[src/rtl/imem_serial_loader.sv]
// Serial program loader for the 10-bit CPU: UART-style receiver feeding instruction RAM, CPU held in reset until done.
// Optional trailing checksum word enabled by defining CHECKSUM_EN.
module imem_serial_loader #(
  parameter int CLKS_PER_BIT = 434,
  parameter int DEPTH        = 128,
  parameter int BASE_ADDR    = 0
) (
  input  logic       clk,
  input  logic       rst_n,
  input  logic       ser_in,
  output logic       mem_we,
  output logic [9:0] mem_addr,
  output logic [9:0] mem_wdata,
  output logic       cpu_rst,
  output logic       load_done,
  output logic       load_err
);

  localparam int            CW       = $clog2(CLKS_PER_BIT);
  localparam logic [CW-1:0] CNT_FULL = CW'(CLKS_PER_BIT - 1);
  localparam logic [CW-1:0] CNT_HALF = CW'(CLKS_PER_BIT / 2 - 1);
  localparam logic [10:0]   DEPTH_W  = 11'(DEPTH);
  localparam logic [9:0]    BASE_W   = 10'(BASE_ADDR);

  typedef enum logic [1:0] {RX_IDLE, RX_START, RX_DATA, RX_STOP} rx_state_t;
  typedef enum logic [2:0] {F_LEN, F_DATA, F_CSUM, F_DONE, F_ERR} f_state_t;

  rx_state_t     rx_state;
  f_state_t      f_state;
  logic          sync1, sync2;
  logic [CW-1:0] cnt;
  logic [3:0]    bit_cnt;
  logic [9:0]    shreg;
  logic [9:0]    len;
  logic [9:0]    idx;
  logic          bit_end;
  logic          word_valid;
  logic          frame_err;
  logic          last_word;

  always_ff @(posedge clk or negedge rst_n) begin
    if (!rst_n) begin
      sync1 <= 1'b1;
      sync2 <= 1'b1;
    end else begin
      sync1 <= ser_in;
      sync2 <= sync1;
    end
  end

  // word_valid and frame_err are single-cycle pulses in the stop-bit sample cycle; shreg holds the word then.
  assign bit_end    = (cnt == CNT_FULL);
  assign word_valid = (rx_state == RX_STOP) && bit_end && sync2;
  assign frame_err  = (rx_state == RX_STOP) && bit_end && !sync2;
  assign last_word  = (idx == len - 10'd1);

  always_ff @(posedge clk or negedge rst_n) begin
    if (!rst_n) begin
      rx_state <= RX_IDLE;
      cnt      <= '0;
      bit_cnt  <= '0;
      shreg    <= '0;
    end else begin
      case (rx_state)
        RX_IDLE: begin
          cnt     <= '0;
          bit_cnt <= '0;
          if (!sync2) rx_state <= RX_START;
        end
        RX_START: begin
          if (cnt == CNT_HALF) begin
            cnt      <= '0;
            rx_state <= sync2 ? RX_IDLE : RX_DATA;
          end else begin
            cnt <= cnt + 1'b1;
          end
        end
        RX_DATA: begin
          if (bit_end) begin
            cnt     <= '0;
            shreg   <= {sync2, shreg[9:1]};
            bit_cnt <= bit_cnt + 4'd1;
            if (bit_cnt == 4'd9) rx_state <= RX_STOP;
          end else begin
            cnt <= cnt + 1'b1;
          end
        end
        RX_STOP: begin
          if (bit_end) begin
            cnt      <= '0;
            rx_state <= RX_IDLE;
          end else begin
            cnt <= cnt + 1'b1;
          end
        end
        default: rx_state <= RX_IDLE;
      endcase
    end
  end

`ifdef CHECKSUM_EN
  logic [9:0] sum;
`endif

  always_ff @(posedge clk or negedge rst_n) begin
    if (!rst_n) begin
      f_state   <= F_LEN;
      mem_we    <= 1'b0;
      mem_addr  <= '0;
      mem_wdata <= '0;
      cpu_rst   <= 1'b1;
      load_done <= 1'b0;
      load_err  <= 1'b0;
      len       <= '0;
      idx       <= '0;
`ifdef CHECKSUM_EN
      sum       <= '0;
`endif
    end else begin
      mem_we <= 1'b0;
      case (f_state)
        F_LEN: begin
          if (frame_err) begin
            f_state <= F_ERR;
          end else if (word_valid) begin
            if (shreg == 10'd0 || {1'b0, shreg} > DEPTH_W) begin
              f_state <= F_ERR;
            end else begin
              len     <= shreg;
              idx     <= '0;
`ifdef CHECKSUM_EN
              sum     <= '0;
`endif
              f_state <= F_DATA;
            end
          end
        end
        F_DATA: begin
          if (frame_err) begin
            f_state <= F_ERR;
          end else if (word_valid) begin
            mem_we    <= 1'b1;
            mem_addr  <= BASE_W + idx;
            mem_wdata <= shreg;
            idx       <= idx + 10'd1;
`ifdef CHECKSUM_EN
            sum       <= sum + shreg;
            if (last_word) f_state <= F_CSUM;
`else
            if (last_word) f_state <= F_DONE;
`endif
          end
        end
`ifdef CHECKSUM_EN
        F_CSUM: begin
          if (frame_err) begin
            f_state <= F_ERR;
          end else if (word_valid) begin
            f_state <= (shreg == sum) ? F_DONE : F_ERR;
          end
        end
`endif
        F_DONE: begin
          load_done <= 1'b1;
          cpu_rst   <= 1'b0;
        end
        F_ERR: begin
          load_err <= 1'b1;
          cpu_rst  <= 1'b1;
        end
        default: f_state <= F_ERR;
      endcase
    end
  end

endmodule
[config.mk]
export PLATFORM = sky130hd
export DESIGN_NAME = imem_serial_loader
export DESIGN_NICKNAME = d
export VERILOG_FILES = /design/src/rtl/imem_serial_loader.sv
export SDC_FILE = /design/constraint.sdc
export NUM_CORES = 1
export LEC_CHECK = 0
export BUFFER_PORTS_ARGS = -buffer_cell sky130_fd_sc_hd__buf_2
export CORE_MARGIN = 2
export CORE_UTILIZATION = 35
export DETAILED_ROUTE_END_ITERATION = 6
export PLACE_DENSITY = 0.47
export SETUP_SLACK_MARGIN = 0.1
export SLEW_MARGIN = 15
export SYNTH_ARGS = -nofsm -noshare
export SYNTH_HDL_FRONTEND = slang
export SYNTH_SLANG_ARGS = --single-unit
[constraint.sdc]
create_clock -name clk -period 6.1 [get_ports clk]
set_clock_uncertainty 0.2 [all_clocks]
set_input_delay 1.83 -clock clk [delete_from_list [all_inputs] [get_ports clk]]
set_output_delay 1.83 -clock clk [all_outputs]
set_load 0.05 [all_outputs]
==> impl_metrics.env <==
export IMPL_worstPathMaxFanout=3
export IMPL_synth_cell_types=50
export IMPL_hpwl_mm=4.702
export IMPL_worst_pin_slew_ns=0.9280
export IMPL_fin_crit_ns=3.169
export IMPL_p_seq_frac=0.506
export IMPL_fmax_mhz=315.6
export IMPL_seq_area_frac_synth=0.5182
export IMPL_p_leak_nw=1.981
export IMPL_synthFlopType="dfrtp_1"
export IMPL_worst_setup_path_type="reg -> out"
export IMPL_synthArstFlopShare=1.000
export IMPL_grt_max_degree=75
export IMPL_hold_slack_ns=0.1605
export IMPL_grt_pass1_vias=2296
export IMPL_clock_sinks=74
export IMPL_synth_area_um2=3581
export IMPL_area_growth_pct=13.21
export IMPL_synth_seq_cells=74
export IMPL_yosys_area_share_simple=0.1488
export IMPL_fp_dieH_um=105.2
export IMPL_swShare=0.2012
export IMPL_antenna_found_initial=0
export IMPL_drc=0
export IMPL_power_density_nw_per_um2=239.8
export IMPL_hold_buffers=0
export IMPL_fin_tns_setup_ns=0
export IMPL_routed_wl_mm=6.848
export IMPL_vias=2318
export IMPL_crit_path_start_kind="register"
export IMPL_wl_per_cell_um=14.48
export IMPL_ir_worst_vdd_mv=0.1160
export IMPL_cp_endpoint="cpu_rst"
export IMPL_max_stage_delay_ns=0.54
export IMPL_overflow=0
export IMPL_critPathTopFamily="flip-flops"
export IMPL_critical_path_buf_inv_count=1
export IMPL_arrival_ns=1.14
export IMPL_synth_area_mux_share=0.1328
export IMPL_setup_violations=0
export IMPL_grt_pass1_wl_mm=11.74
export IMPL_cp_slowest_cell="dfstp_2"
export IMPL_cts_buffers_inserted=9
export IMPL_synth_xor_area_frac=0.04647
export IMPL_clockPowerShare=0.484
export IMPL_p_sw_w=0.0001956
export IMPL_synth_edf_count=0
export IMPL_rows=36
export IMPL_combPwrFrac=0.010
export IMPL_cp_num_cells=1
export IMPL_maxCapViolations=0
export IMPL_p_int_w=0.0007765
export IMPL_ant_nets=0
export IMPL_ys_warn_count=0
export IMPL_end_kind="output pin"
export IMPL_h_tree_depth=3
export IMPL_final_common_cell="dfrtp_1"
export IMPL_drive_gt1_frac=0.2588
export IMPL_grt_setup_unrepaired="false"
export IMPL_drt_iter0_markers=108
export IMPL_required_ns=4.07
export IMPL_synth_cells=310
export IMPL_gp_congestion=0.7739
export IMPL_avgSynthCellArea_um2=11.55
export IMPL_ios=27
export IMPL_synth_top_family_by_area="simple AND/OR/NAND/NOR gates"
export IMPL_rrSetupSlack_ns=3.38
export IMPL_r2r_start="cnt[1]"
export IMPL_antennaDiodeCount=0
export IMPL_grt_util_all_layers=0.1322
export IMPL_port_buffers=26
export IMPL_initial_core_util=0.3630
export IMPL_die_area_um2=11060
export IMPL_fin_crit_sh=0.5195
export IMPL_final_hold_viol_count=0
export IMPL_chipWidth_um=105.2
export IMPL_cts_resized=0
export IMPL_postCtsSetupRepairBufs=0
export IMPL_cts_root_buf="clkbuf_8"
export IMPL_slew_headroom=0.3813
export IMPL_synthAdderAreaFrac=0.02446
export IMPL_clockBufferDepth=2
export IMPL_status="completed"
export IMPL_clkLatencyLatePin_ns=0.34
export IMPL_routed_via_density=4.901
export IMPL_drtPass1Iterations=4
export IMPL_core_um2=9864
export IMPL_clkTransAtPathRegs_ns=0.08
export IMPL_crit_chain="buf_2"
export IMPL_nets=345
export IMPL_final_cell_mix="dfrtp_1 (71), buf_2 (25), nor2_1 (24)"
export IMPL_hp_class="reg -> reg"
export IMPL_syn_num_nets=320
export IMPL_cts_tree="built"
export IMPL_nFillCells=976
export IMPL_crit_start="cpu_rst"
export IMPL_synth_compound_area_share=0.09644
export IMPL_drv_slew=0
export IMPL_worstRegToRegCells=8
export IMPL_r2r_end="mem_wdata[5]"
[synthesized netlist by cell type (all sizes together), types with 3 or more instances]
library cell | count | share of area
dfrtp | 71 | 0.50
mux2 | 36 | 0.13
nor2 | 24 | 0.025
o21ai | 21 | 0.029
nand2 | 16 | 0.017
nand3 | 13 | 0.020
xnor2 | 11 | 0.027
inv | 9 | 0.0094
o31ai | 8 | 0.017
xor2 | 8 | 0.020
clkbuf | 7 | 0.0073
ha | 7 | 0.024
nor2b | 7 | 0.012
buf | 6 | 0.016
nor3 | 6 | 0.0098
a21oi | 5 | 0.0070
a31oi | 5 | 0.0087
and3 | 5 | 0.0087
nand2b | 5 | 0.0087
a21o | 3 | 0.0063
and2 | 3 | 0.0052
dfstp | 3 | 0.022
nand4 | 3 | 0.0052
nor4 | 3 | 0.0094
or2 | 3 | 0.0059
[cell type report]
class                      count  area [um2]  share of cell area
multi-input combinational    214        1608              0.3966
tap                          133       166.4             0.04105
timing repair buffer          27       140.1             0.03457
clock inverter                 6       112.6             0.02778
sequential                    74        1856              0.4577
inverter                       9       33.78            0.008333
clock buffer                  10       137.6             0.03395
[sequential cells by signal, summed over array words and instances (netlist names), named ones only]
name	flops
len	10
bit_cnt	4
rx_state	1
idx	10
cpu_rst	1
sync1	1
load_done	1
cnt	9
shreg	10
load_err	1
mem_wdata	10
sync2	1
mem_addr	10
f_state	3
mem_we	1
[power by group through the flow]
stage               registers [W]  clock network (W)    logic (W)
finish                   0.000492           0.000470    0.0000101
global route             0.000492           0.000508    0.0000127
CTS                      0.000492           0.000487    0.0000113
detailed placement       0.000502                  0    0.0000113
global placement         0.000502                  0    0.0000112
floorplan                0.000502                  0  0.000000268
[per-layer routing]
layer | share of wire | wire length [um] | vias to the layer above | global-route usage
li1 | - | - | 1149 | -
met1 | 0.52 | 3551 | 1134 | 0.1868
met2 | 0.44 | 3039 | 25 | 0.1990
met3 | 0.023 | 155 | 10 | 0.02807
met4 | 0.015 | 101 | 0 | 0.04857
met5 | 0 | 0 | - | 0
[worst min-delay path by stage]
stage	cells after the start	slack, ns	start	to
finish	0	0.16	sync1	sync2
global placement	0	0.15	sync1	sync2
floorplan	0	0.15	sync1	sync2
CTS	0	0.16	sync1	sync2
detailed placement	0	0.15	sync1	sync2
global route	0	0.17	sync1	sync2
[stage by stage]
step	util	worst slack [ns]	cells	instance area (um2)	total power, W
after global routing	0.4110	2.876	473	4054	0.001013
after floorplan	-	3.398	310	3581	0.0005018
after CTS	0.4110	2.910	473	4054	0.0009898
after detailed placement	0.3856	3.213	457	3804	0.0005129
after global placement	0.3856	3.221	457	3804	0.0005128
final	0.4110	2.931	473	4054	0.0009721
[cells by family (layout without fill, tap and decap cells)]
group	after synthesis	count (layout)
and+or+nand+nor	97	97
adders and majority gates	7	7
xor gates and xnor gates	19	19
DFF	74	74
buffers and inverters	22	52
muxes	37	37
AOI/OAI and AO/OA	54	54
No activity file was read; power rests on OpenSTA's default activity.
